===== src/rtl/temp_bcd_convert.sv =====
// Sequential temperature-to-BCD converter.
// Takes a 13-bit two's complement sensor reading (0.0625 C/LSB) and produces the sign, three
// integer BCD digits and a truncated tenths digit. Conversion latency is fixed at 12 cycles
// after the capture edge. Outputs change only in the DONE state.
module temp_bcd_convert (
  input  logic        system_clk,
  input  logic        rst,
  input  logic [15:0] raw_data,
  input  logic        data_valid,
  output logic        sign,
  output logic [3:0]  bcd_hundreds,
  output logic [3:0]  bcd_tens,
  output logic [3:0]  bcd_ones,
  output logic [3:0]  bcd_tenths,
  output logic        busy,
  output logic        done
);

  typedef enum logic [2:0] {
    StIdle,
    StLoad,
    StConv,
    StFrac,
    StDone
  } state_t;

  state_t      state_q;
  logic        valid_d;
  logic [12:0] word_q;
  logic        sign_q;
  logic [8:0]  int_sr_q;
  logic [11:0] bcd_q;
  logic [3:0]  frac_q;
  logic [3:0]  tenths_q;
  logic [3:0]  cnt_q;

  logic [12:0] mag;
  logic [11:0] bcd_adj;
  logic [7:0]  frac_x10;
  logic        start;

  // Low three bits of the sensor word carry no temperature information.
  logic unused_raw_lsbs;
  assign unused_raw_lsbs = ^raw_data[2:0];

  assign start = !valid_d && data_valid;

  // Magnitude of the captured word; -4096 maps to 13'h1000, which still fits.
  always_comb begin
    mag = word_q;
    if (word_q[12]) begin
      mag = 13'd0 - word_q;
    end
  end

  // Double-dabble correction: add 3 to every nibble that is 5 or more before the shift.
  always_comb begin
    bcd_adj = bcd_q;
    if (bcd_q[3:0] >= 4'd5)   bcd_adj[3:0]   = bcd_q[3:0] + 4'd3;
    if (bcd_q[7:4] >= 4'd5)   bcd_adj[7:4]   = bcd_q[7:4] + 4'd3;
    if (bcd_q[11:8] >= 4'd5)  bcd_adj[11:8]  = bcd_q[11:8] + 4'd3;
  end

  // frac * 10 as shift-and-add; upper nibble is the truncated tenths digit.
  always_comb begin
    frac_x10 = ({4'd0, frac_q} << 3) + ({4'd0, frac_q} << 1);
  end

  // Edge detector history for data_valid; tracks the input even while busy.
  always_ff @(posedge system_clk or posedge rst) begin
    if (rst) begin
      valid_d <= 1'b0;
    end else begin
      valid_d <= data_valid;
    end
  end

  // Conversion FSM with registered outputs.
  always_ff @(posedge system_clk or posedge rst) begin
    if (rst) begin
      state_q      <= StIdle;
      word_q       <= '0;
      sign_q       <= 1'b0;
      int_sr_q     <= '0;
      bcd_q        <= '0;
      frac_q       <= '0;
      tenths_q     <= '0;
      cnt_q        <= '0;
      sign         <= 1'b0;
      bcd_hundreds <= '0;
      bcd_tens     <= '0;
      bcd_ones     <= '0;
      bcd_tenths   <= '0;
      busy         <= 1'b0;
      done         <= 1'b0;
    end else begin
      done <= 1'b0;
      unique case (state_q)
        StIdle: begin
          if (start) begin
            word_q  <= raw_data[15:3];
            busy    <= 1'b1;
            state_q <= StLoad;
          end
        end
        StLoad: begin
          sign_q   <= word_q[12];
          int_sr_q <= mag[12:4];
          frac_q   <= mag[3:0];
          bcd_q    <= '0;
          cnt_q    <= '0;
          state_q  <= StConv;
        end
        StConv: begin
          bcd_q    <= {bcd_adj[10:0], int_sr_q[8]};
          int_sr_q <= {int_sr_q[7:0], 1'b0};
          cnt_q    <= cnt_q + 4'd1;
          if (cnt_q == 4'd8) begin
            state_q <= StFrac;
          end
        end
        StFrac: begin
          tenths_q <= frac_x10[7:4];
          state_q  <= StDone;
        end
        StDone: begin
          sign         <= sign_q;
          bcd_hundreds <= bcd_q[11:8];
          bcd_tens     <= bcd_q[7:4];
          bcd_ones     <= bcd_q[3:0];
          bcd_tenths   <= tenths_q;
          done         <= 1'b1;
          busy         <= 1'b0;
          state_q      <= StIdle;
        end
        default: begin
          state_q <= StIdle;
        end
      endcase
    end
  end

endmodule

===== config.mk =====
export PLATFORM = sky130hd
export DESIGN_NAME = temp_bcd_convert
export DESIGN_NICKNAME = d
export VERILOG_FILES = /design/src/rtl/temp_bcd_convert.sv
export SDC_FILE = /design/constraint.sdc
export NUM_CORES = 1
export LEC_CHECK = 0
export CAP_MARGIN = 40
export CORE_ASPECT_RATIO = 1.1
export CORE_MARGIN = 2
export CORE_UTILIZATION = 60
export CTS_CLUSTER_SIZE = 28
export DETAILED_ROUTE_END_ITERATION = 7
export PLACE_DENSITY_LB_ADDON = 0.15
export SLEW_MARGIN = 0
export SYNTH_ARGS = -nofsm -noshare
export SYNTH_HDL_FRONTEND = slang
export SYNTH_SLANG_ARGS = --single-unit

===== constraint.sdc =====
create_clock -name system_clk -period 6.3 [get_ports system_clk]
set_input_delay 0.945 -clock system_clk [delete_from_list [all_inputs] [get_ports system_clk]]
set_output_delay 0.945 -clock system_clk [all_outputs]
set_load 0.05 [all_outputs]

Word-level counts from Yosys, hierarchy flattened

Cells that the tools add are included.

Add/sub/neg operators: 6
Order comparisons: 3
Eq/ne operators: 7
Mux-type cells: 13
Reduce and logical (&&, ||, !) cells: 8

Operator list:

| kind                    | count |
|---|---|
| $pmux W12 S2            | 1 |
| $pmux W9 S2             | 1 |
| $mux W13                | 1 |
| $sub A1 B13 Y13 const A | 1 |
| $ge A4 B3 Y1 const B    | 3 |
| $pmux W3 S4             | 1 |
| $mux W3                 | 3 |
| $add A4 B2 Y4 const B   | 2 |
| $add A7 B5 Y8           | 1 |
| $mux W4                 | 2 |
| $pmux W4 S2             | 1 |
| $eq A3 B2 Y1 const B    | 2 |
| $reduce_and A2 Y1       | 3 |
| $add A4 B1 Y4 const B   | 1 |
| $eq A4 B4 Y1 const B    | 1 |
| $ne A2 B2 Y1 const B    | 2 |
| $reduce_bool A2 Y1      | 2 |
| $add A3 B2 Y3 const B   | 1 |
| $eq A3 B1 Y1 const B    | 1 |
| $eq A3 B3 Y1 const B    | 1 |
| $logic_not A3 Y1        | 1 |
| $mux W1                 | 2 |
| $pmux W1 S2             | 1 |
| $logic_and A1 B1 Y1     | 1 |
| $logic_not A1 Y1        | 1 |

Bits in registers: 70
Input port bits: 19
Logic and storage cells: 53

Logic depth before layout (Yosys ltp)

Gate-level depths: netlist of the first run.

Depth after elaboration: 4
Gate-level depth with buffers: 7
Mapped depth without buffers: 6

Worst setup path after synthesis of the first run

OpenSTA, ideal clock, no wires.

Path kind: input to register
Start point: input data_valid
End point: register word_q[2]
Setup time: 0.125 ns
Data arrival time: 1.953 ns
Required time: 6.175 ns
Setup slack: 4.222 ns
Cell stages on the path: 4
Buffers on the path: 1
Cell sequence: nand2b_1 -> nor4_4 -> buf_2 -> mux2_2

Longest elaborated chain between the ends: 2

RTL lines:

| what                               | RTL line | source |
|---|---|---|
| start: declaration                 | 9        | `input logic data_valid,` |
| $logic_and A1 B1 Y1                | 46       | `assign start = !valid_d && data_valid;` |
| $reduce_and A2 Y1 (no source line) | --       |  |
| end signal: assignment             | 101      | `word_q <= raw_data[15:3];` |
| end: declaration                   | 29       | `logic [12:0] word_q;` |

No other way between the ends.
A chain may end at the register's enable or synchronous reset.

Final worst setup path of the first run

Start point: register bcd_ones[2]
End point: output bcd_ones[2]

RTL lines:

| what                     | RTL line | source |
|---|---|---|
| start: declaration       | 13       | `output logic [3:0] bcd_ones,` |
| start signal: assignment | 130      | `bcd_ones <= bcd_q[3:0];` |

No word-level cell between the ends.

==> flow_metrics.env, run 1 <==
export IMPL_critPathMaxFanout=2
export IMPL_yosysMostFrequentCell="dfrtp_1"
export IMPL_initial_core_util=0.617
export IMPL_crit_family="buffers and inverters"
export IMPL_power_frac_seq=0.421
export IMPL_crit_chain="clkdlybuf4s50_1"
export IMPL_cts_buffer_depth=2
export IMPL_layout_nets=361
export IMPL_synthCells=293
export IMPL_crit_buf_inv=1
export IMPL_die_x_um=74.8
export IMPL_core_mm2=0.00536
export IMPL_synth_edff_count=0
export IMPL_drt_wirelength_per_cell_um=14.9
export IMPL_drt_wl_total_mm=6.12
export IMPL_startpoint_type="register"
export IMPL_gr_total_overflow=0
export IMPL_cts_setup_buffers=0
export IMPL_period_minus_slack_ns=2.48
export IMPL_first_pass_iters=4
export IMPL_r2r_slack_ns=4.09
export IMPL_power_total_mw=1.88
export IMPL_setup_tns_ns=0
export IMPL_status="finished, final reports clean"
export IMPL_crit_path_max_incr_delay_ns=0.81
export IMPL_post_route_period_util=0.393
export IMPL_synthDistinctLibCells=46
export IMPL_min_path_cells=2
export IMPL_min_from="tenths_q[3]"
export IMPL_avgSynthCellArea_um2=11.3
export IMPL_setup_viol=0
export IMPL_yosys_warnings=0
export IMPL_regArea_mm2=0.00175
export IMPL_r2r_end="bcd_q[11]"
export IMPL_ant_nets=0
export IMPL_async_flop_share=1.00
export IMPL_dr_total_vias=2308
export IMPL_hold_class="reg2reg"
export IMPL_nFillCells=402
export IMPL_track_usage=0.217
export IMPL_synth_flop_cell="dfrtp_1"
export IMPL_port_buffers=34
export IMPL_synth_area_mm2=0.00331
export IMPL_n_antenna_cell=0
export IMPL_relSlewSlack=0.615
export IMPL_synth_net_count=323
export IMPL_cp_arrival_ns=1.53
export IMPL_drc=0
export IMPL_cts_root_buffer="clkbuf_8"
export IMPL_drive_above_1_share=0.167
export IMPL_internal_power_mw=1.12
export IMPL_swShare=0.407
export IMPL_final_util=0.735
export IMPL_r2r_start="state_q[0]"
export IMPL_ir_worst_vdd_v=0.000318
export IMPL_htreeDepth=3
export IMPL_clk_latency_ns=0.35
export IMPL_tightest_slew_ns=0.577
export IMPL_cts_resized=0
export IMPL_grt_pass1_wl_mm=9.96
export IMPL_critPathKind="reg2out"
export IMPL_clockPowerShare=0.179
export IMPL_rsz0062_at_grt="no"
export IMPL_via_per_inst=5.62
export IMPL_hold_end="tenths_q[3]"
export IMPL_ys_top_cells_by_count="dfrtp_1, mux2_2, o21ai_0"
export IMPL_grt_antenna_before_repair=0
export IMPL_drt_iter0_markers=126
export IMPL_row_count=28
export IMPL_synth_top_cell_by_area="dfrtp_1"
export IMPL_clkTransAtPathRegs_ns=0.08
export IMPL_max_freq_mhz=404
export IMPL_yosysSeqAreaShare=0.530
export IMPL_ios=38
export IMPL_multiInputGateArea_mm2=0.00145
export IMPL_critPathSlowestCell="clkdlybuf4s50_1"
export IMPL_synth_seq_cells=70
export IMPL_synth_top_area_frac=0.530
export IMPL_clock_sinks=70
export IMPL_cap_violations=0
export IMPL_cts_tree="yes"
export IMPL_crit_required_ns=5.35
export IMPL_grt_max_degree=53
export IMPL_die_y_um=81.9
export IMPL_place_detailed_hpwl_mm=4.18
export IMPL_cts_made_buffers=9
export IMPL_finClkSkew_ns=0.00532
export IMPL_finalHoldViolCount=0
export IMPL_grt_pass1_vias=2265
export IMPL_die_area_mm2=0.00612
export IMPL_postCtsHoldBufs=0
export IMPL_fin_area_mm2=0.00394
export IMPL_end_kind="output pin"
export IMPL_powerDensity_mw_per_mm2=478
export IMPL_area_growth_pct=19.1
export IMPL_placed_area_mm2=0.00375
export IMPL_p_leak_nw=1.75
export IMPL_gp_congestion=0.835
export IMPL_power_frac_comb=0.400
export IMPL_reg2reg_depth=5
export IMPL_power_switching_mw=0.766
export IMPL_maxSlewViolCount=0
export IMPL_synth_area_top_cells="dfrtp_1, mux2_2, o21ai_0"
## routing by layer
layer | global-route usage | vias up | routed length, um
met1 | 0.249 | 1136 | 2590
met2 | 0.387 | 45 | 3230
li1 | - | 1116 | -
met4 | 0.0875 | 0 | 115
met5 | 0 | - | 0
met3 | 0.0528 | 11 | 190
## worst max path at each step
stage	from	to	slack [ns]	cells past startpoint
finish	bcd_ones[2]	bcd_ones[2]	3.82	1
detailed placement	data_valid	word_q[7]	3.91	5
floorplan	rst	bcd_hundreds[0]	3.59	1
global placement	data_valid	word_q[2]	3.53	4
CTS	bcd_ones[2]	bcd_ones[2]	3.81	1
global route	bcd_ones[2]	bcd_ones[2]	3.78	1
## power by group through the flow
| stage | logic, mW | clock network [mW] | registers (mW) |
|---|---|---|---|
| 6_report | 0.754 | 0.337 | 0.792 |
| 3_5_place_dp | 0.755 | 0 | 0.798 |
| 3_3_place_gp | 0.721 | 0 | 0.785 |
| 4_1_cts | 0.762 | 0.338 | 0.790 |
| 2_1_floorplan | 0.488 | 0 | 0.852 |
| 5_1_grt | 0.839 | 0.360 | 0.818 |
## registers in the layout, indices dropped and copies added, names as in the netlist
register      flops
bcd_tenths        4
bcd_q            12
sign_q            1
frac_q            4
word_q           13
bcd_hundreds      4
state_q           3
done              1
tenths_q          4
busy              1
int_sr_q          9
sign              1
cnt_q             4
valid_d           1
bcd_tens          4
bcd_ones          4
## stage by stage
stage / instances / hold slack (ns) / setup WS [ns]
floorplan: 293 / 0.443 / 3.59
global placement: 393 / 0.463 / 3.53
detailed placement: 395 / 0.469 / 3.91
CTS: 411 / 0.485 / 3.81
global route: 411 / 0.511 / 3.78
finish: 411 / 0.478 / 3.82
## placed cells by master (no fill, tap or decap), types with 3 or more instances in the layout
| master | n |
|---|---|
| a22o_1 | 3 |
| nand2_1 | 24 |
| clkbuf_8 | 11 |
| a2bb2oi_1 | 5 |
| inv_1 | 14 |
| ha_1 | 10 |
| xnor2_1 | 6 |
| dfrtp_1 | 70 |
| mux2i_1 | 5 |
| o31ai_1 | 5 |
| o211ai_1 | 3 |
| a32o_1 | 3 |
| a21oi_1 | 14 |
| nor2_1 | 10 |
| nand2b_1 | 4 |
| buf_4 | 3 |
| xor2_1 | 7 |
| clkdlybuf4s50_1 | 34 |
| o21ai_0 | 26 |
| mux2_2 | 27 |
| o22ai_1 | 4 |
| nor2b_1 | 9 |
| nand3_1 | 4 |
## cell type report
type | instances | area share
Tap cell | 75 | 0.0238
Sequential cell | 70 | 0.445
Clock buffer | 11 | 0.0384
Multi-Input combinational cell | 195 | 0.367
Timing Repair Buffer | 39 | 0.102
Clock inverter | 5 | 0.00858
Inverter | 16 | 0.0152
## logic make-up after synthesis
kind of cell,count (synthesis),synth area share
adder cells (fa/ha/maj),11,0.0439
buffers and inverters,28,0.0348
AO/OA/AOI/OAI,70,0.134
flip-flops,70,0.530
XOR/XNOR,13,0.0344
AND/OR/NAND/NOR,69,0.116
multiplexers,32,0.107
Power figures use the tool's default switching activity.
==> run 2: changes to the inputs <==
CORE_UTILIZATION = 56   (was 60)
clock period = 2.4 ns   (was 6.3 ns; I/O delays follow)
==> run 2 against run 1 <==
  * Wire length shrank 0.91%
  * Die area grew 6.8%
  * Design area up 1.7%
  * Combinational power grew to 2.7 times the previous value
  * Utilization shrank 3.6 points
  * Setup slack worse by 3.4 ns
  * Sequential power grew to 2.6 times the previous value
  * Critical path type is now reg2reg
  * Critical endpoint is now int_sr_q[4]
  * Critical path depth is 5 higher
==> flow_metrics.env, run 2 (synthesis results as in run 1) <==
export IMPL_htreeDepth=3
export IMPL_placed_area_mm2=0.00377
export IMPL_end_kind="register"
export IMPL_internal_power_mw=3.17
export IMPL_power_switching_mw=1.99
export IMPL_die_area_mm2=0.00654
export IMPL_n_antenna_cell=0
export IMPL_post_route_period_util=0.805
export IMPL_cts_root_buffer="clkbuf_8"
export IMPL_reg_largest_list="word_q x13, bcd_q x12, int_sr_q x9"
export IMPL_fin_area_mm2=0.00401
export IMPL_finClkSkew_ns=0.0103
export IMPL_setup_tns_ns=0
export IMPL_startpoint_type="register"
export IMPL_finalHoldViolCount=0
export IMPL_setup_viol=0
export IMPL_nFillCells=470
export IMPL_via_per_inst=5.51
export IMPL_hold_class="in2async"
export IMPL_grt_pass1_wl_mm=10.6
export IMPL_final_cell_mix="dfrtp_1, clkdlybuf4s50_1, mux2_2"
export IMPL_ant_nets=0
export IMPL_first_pass_iters=4
export IMPL_powerDensity_mw_per_mm2=1290
export IMPL_drt_wirelength_per_cell_um=14.5
export IMPL_period_minus_slack_ns=1.93
export IMPL_top_register="word_q"
export IMPL_grt_pass1_vias=2324
export IMPL_row_count=29
export IMPL_area_growth_pct=21.1
export IMPL_gr_total_overflow=0
export IMPL_cts_made_buffers=9
export IMPL_final_util=0.699
export IMPL_p_leak_nw=1.79
export IMPL_critPathMaxFanout=4
export IMPL_core_mm2=0.00573
export IMPL_clock_sinks=70
export IMPL_status="finished, final reports clean"
export IMPL_max_freq_mhz=518
export IMPL_cts_resized=0
export IMPL_drt_iter0_markers=66
export IMPL_maxSlewViolCount=0
export IMPL_clockPowerShare=0.211
export IMPL_place_detailed_hpwl_mm=4.27
export IMPL_dr_total_vias=2296
export IMPL_grt_antenna_before_repair=0
export IMPL_cts_tree="yes"
export IMPL_tightest_slew_ns=0.563
export IMPL_critPathSlowestCell="or4b_4"
export IMPL_drt_wl_total_mm=6.07
export IMPL_cts_buffer_depth=2
export IMPL_crit_path_max_incr_delay_ns=0.51
export IMPL_grt_max_degree=29
export IMPL_cts_setup_buffers=0
export IMPL_die_x_um=77.3
export IMPL_port_buffers=34
export IMPL_initial_core_util=0.577
export IMPL_gp_congestion=0.760
export IMPL_ir_worst_vdd_v=0.000839
export IMPL_largest_reg_flops=13
export IMPL_layout_commonest_cell="dfrtp_1"
export IMPL_rsz0062_at_grt="no"
export IMPL_swShare=0.385
export IMPL_crit_chain="inv_1, ha_1, or4b_4, o41ai_1, xor2_1, o21ai_0"
export IMPL_power_frac_seq=0.399
export IMPL_die_y_um=84.6
export IMPL_clk_latency_ns=0.35
export IMPL_drive_above_1_share=0.176
export IMPL_cap_violations=0
export IMPL_clkTransAtPathRegs_ns=0.07
export IMPL_cp_arrival_ns=2.15
export IMPL_r2r_slack_ns=0.47
export IMPL_ios=38
export IMPL_track_usage=0.208
export IMPL_drc=0
export IMPL_layout_nets=365
export IMPL_relSlewSlack=0.624
export IMPL_critPathKind="reg2reg"
export IMPL_power_frac_comb=0.390
export IMPL_postCtsHoldBufs=0
export IMPL_crit_required_ns=2.62
run 2: changes by cell type in the layout (fill, tap and decap cells not counted), sizes merged:
cell and change:
buf +4, clkinv -1, clkinvlp -1, bufinv +2
run 2: final timing paths:
check | endpoint | depth (start not counted) | startpoint
hold reg to reg | tenths_q[2] | 2 | tenths_q[2]
max in group asynchronous | bcd_ones[1] | 3 | rst
hold / removal | bcd_hundreds[2] | 2 | rst
setup reg to reg | int_sr_q[4] | 6 | word_q[1]
min in group system_clk | tenths_q[2] | 2 | tenths_q[2]
setup / recovery | int_sr_q[4] | 6 | word_q[1]
run 2: per-layer routing:
layer	vias to the layer above	wire (um)	part of all wire	track usage
li1	1124	-	-	-
met1	1120	2570	0.42	0.236
met2	43	3210	0.53	0.369
met3	9	201	0.033	0.0452
met4	0	85	0.014	0.106
met5	-	0	0	0
run 2: final cells by class:
cell class / instances / area [um^2] / area share
Multi-Input combinational cell: 195 / 1450 / 0.361
Clock inverter: 5 / 81.3 / 0.0203
Inverter: 16 / 60.1 / 0.0150
Sequential cell: 70 / 1750 / 0.437
Tap cell: 77 / 96.3 / 0.0240
Clock buffer: 11 / 151 / 0.0378
Timing Repair Buffer: 43 / 420 / 0.105
run 2: power groups by stage:
stage          sequential, mW  combinational (mW)  clock (mW)
2_1_floorplan            2.24                1.28           0
3_3_place_gp             2.06                1.94           0
3_5_place_dp             2.08                2.01           0
4_1_cts                  2.06                2.03        1.11
5_1_grt                  2.14                2.24        1.15
6_report                 2.06                2.01        1.09
run 2: worst max-delay path, delay by kind of cell, from the launching register on:
kind | cells | cell delay [ns]
AOI/OAI and AO/OA | 2 | 0.42
and+or+nand+nor | 1 | 0.51
xor gates and xnor gates | 1 | 0.20
adders and majority gates | 1 | 0.20
buffers and inverters | 1 | 0.08
DFF | 1 | 0.39
run 2: through the flow:
step                setup slack (ns)  power [mW]  hold WS (ns)  std cells
floorplan                      0.272        3.52         0.391        293
global placement               0.580        4.01         0.456        401
detailed placement             0.514        4.09         0.466        401
CTS                            0.470        5.21         0.372        417
global route                   0.337        5.53         0.410        417
finish                         0.468        5.16         0.369        417
==> run 3: changes to the inputs <==
CORE_UTILIZATION = 50   (was 56)
clock period = 1.6 ns   (was 2.4 ns; I/O delays follow)
==> run 3 against run 2 <==
  * The flow now finishes with violations (negative setup slack)
  * Clock skew about the same
  * Via count grew 6.1%
  * Utilization is 1.8 points lower
  * Clock-buffer cell count fell by 1
  * Critical path type unchanged
  * Largest cell class unchanged
  * Largest power group is now combinational cells
  * Highest routed layer unchanged
==> flow_metrics.env, run 3 (synthesis results as in run 1) <==
export IMPL_grt_pass1_wl_mm=11.1
export IMPL_clk_latency_ns=0.35
export IMPL_multiInputGateArea_mm2=0.00161
export IMPL_ant_nets=0
export IMPL_r2r_slack_ns=-0.17
export IMPL_die_area_mm2=0.00728
export IMPL_drc=0
export IMPL_place_detailed_hpwl_mm=4.70
export IMPL_final_cell_mix="dfrtp_1, buf_4, nand2_1"
export IMPL_critPathKind="reg2reg"
export IMPL_nFillCells=462
export IMPL_gr_total_overflow=0
export IMPL_clkTransAtPathRegs_ns=0.08
export IMPL_power_frac_comb=0.478
export IMPL_post_route_period_util=1.11
export IMPL_status="complete, but fails checks"
export IMPL_cts_made_buffers=9
export IMPL_finalHoldViolCount=0
export IMPL_track_usage=0.205
export IMPL_reg_largest_list="word_q x13, bcd_q x12, int_sr_q x9"
export IMPL_relSlewSlack=0.790
export IMPL_grtUsageMet2=0.354
export IMPL_violations="negative setup slack"
export IMPL_ios=38
export IMPL_internal_power_mw=5.09
export IMPL_top_register="word_q"
export IMPL_layout_setup_ws_ns=-0.169
export IMPL_drt_wl_total_mm=7.10
export IMPL_row_count=31
export IMPL_dr_total_vias=2435
export IMPL_grt_pass1_vias=2385
export IMPL_largest_reg_flops=13
export IMPL_cp_arrival_ns=2.00
export IMPL_top_usage_layer="met2"
export IMPL_maxSlewViolCount=0
export IMPL_placed_area_mm2=0.00397
export IMPL_power_switching_mw=3.40
export IMPL_cts_tree="yes"
export IMPL_cts_buffer_depth=2
export IMPL_finClkSkew_ns=0.00984
export IMPL_regArea_mm2=0.00176
export IMPL_crit_required_ns=1.83
export IMPL_power_total_mw=8.49
export IMPL_gp_congestion=0.817
export IMPL_max_freq_mhz=565
export IMPL_tightest_slew_ns=0.314
export IMPL_clockPowerShare=0.164
export IMPL_drive_above_1_share=0.344
export IMPL_htreeDepth=3
export IMPL_final_util=0.681
export IMPL_drt_wirelength_per_cell_um=15.6
export IMPL_layout_commonest_cell="dfrtp_1"
export IMPL_setup_viol=5
export IMPL_rsz0062_at_grt="yes"
export IMPL_cap_violations=0
export IMPL_fin_area_mm2=0.00441
export IMPL_die_x_um=81.6
export IMPL_grt_max_degree=35
export IMPL_grt_antenna_before_repair=0
export IMPL_core_mm2=0.00648
export IMPL_port_buffers=34
export IMPL_powerDensity_mw_per_mm2=1920
export IMPL_area_growth_pct=33.3
export IMPL_globalRouteMet1Util=0.249
export IMPL_cts_root_buffer="clkbuf_8"
export IMPL_first_pass_iters=4
export IMPL_p_leak_nw=2.03
export IMPL_grt_use_met3=0.0313
export IMPL_n_antenna_cell=0
export IMPL_swShare=0.401
export IMPL_clock_sinks=70
export IMPL_critPathSlowestCell="or4b_4"
export IMPL_via_per_inst=5.36
export IMPL_initial_core_util=0.511
export IMPL_crit_chain="inv_2, ha_4, or4b_4, nor3_4, mux2i_1, o21bai_1"
export IMPL_critPathMaxFanout=4
export IMPL_power_frac_seq=0.358
export IMPL_period_minus_slack_ns=1.77
export IMPL_die_y_um=89.3
export IMPL_hold_class="in2async"
export IMPL_layout_nets=397
export IMPL_end_kind="register"
export IMPL_postCtsHoldBufs=0
export IMPL_drt_iter0_markers=110
export IMPL_startpoint_type="register"
export IMPL_crit_path_max_incr_delay_ns=0.53
export IMPL_ir_worst_vdd_v=0.00102
-- run 3: cell count changes in the layout (fill, tap and decap cells not counted), sizes merged --
cell	delta
buf	+50
bufinv	-1
clkdlybuf4s50	-19
clkinvlp	+3
inv	-1
-- run 3: worst paths after layout --
path,start,endpoint,cells past startpoint
min in group system_clk,data_valid,valid_d,1
hold reg to reg,tenths_q[3],tenths_q[3],2
hold / removal,rst,bcd_q[11],2
setup reg to reg,word_q[1],int_sr_q[6],6
max in group asynchronous,rst,state_q[1],3
setup / recovery,word_q[1],int_sr_q[6],6
-- run 3: timing repair --
item	in CTS	in global routing
pin swaps	5	8
resized for setup	16	22
buffers inserted	2	8
hold endpoints to repair	0	0
setup endpoints to repair	31	46
cloned	0	1
-- run 3: metrics by stage --
step / setup TNS (ns) / instances / hold WS [ns] / setup WS, ns
after floorplan: -0.171 / 293 / 0.271 / -0.0453
after global placement: -1.96 / 429 / 0.463 / -0.142
after detailed placement: -2.32 / 429 / 0.479 / -0.163
after CTS: -0.287 / 446 / 0.203 / -0.122
after global routing: -0.771 / 454 / 0.227 / -0.223
final: -0.477 / 454 / 0.200 / -0.169
-- run 3: final cells by class --
cell class | instances | area share
clock buffers | 10 | 0.0289
repair buffers | 75 | 0.156
inverters | 16 | 0.0145
multi-input cells | 195 | 0.365
well taps | 82 | 0.0233
flip-flops and latches | 70 | 0.398
clock inverters | 6 | 0.0142
-- run 3: worst max-delay path, delay by kind of cell, from the launching register on --
family,cells,cell delay [ns]
AOI/OAI and AO/OA,1,0.09
and+or+nand+nor,2,0.74
muxes,1,0.20
buffers and inverters,1,0.09
DFF,1,0.40
adders and majority gates,1,0.13
-- run 3: power groups by stage --
stage	Clock, mW	Sequential, mW	Combinational [mW]
global route	1.52	3.14	4.43
CTS	1.42	3.01	3.73
floorplan	0	3.36	1.94
global placement	0	2.99	3.44
detailed placement	0	3.02	3.54
finish	1.39	3.04	4.06
-- run 3: metal layers --
layer | share of wire | vias to the layer above | wire length (um)
met4 | 0.020 | 0 | 143
met1 | 0.43 | 1198 | 3040
met5 | 0 | - | 0
met2 | 0.52 | 41 | 3730
met3 | 0.026 | 12 | 184
li1 | - | 1184 | -
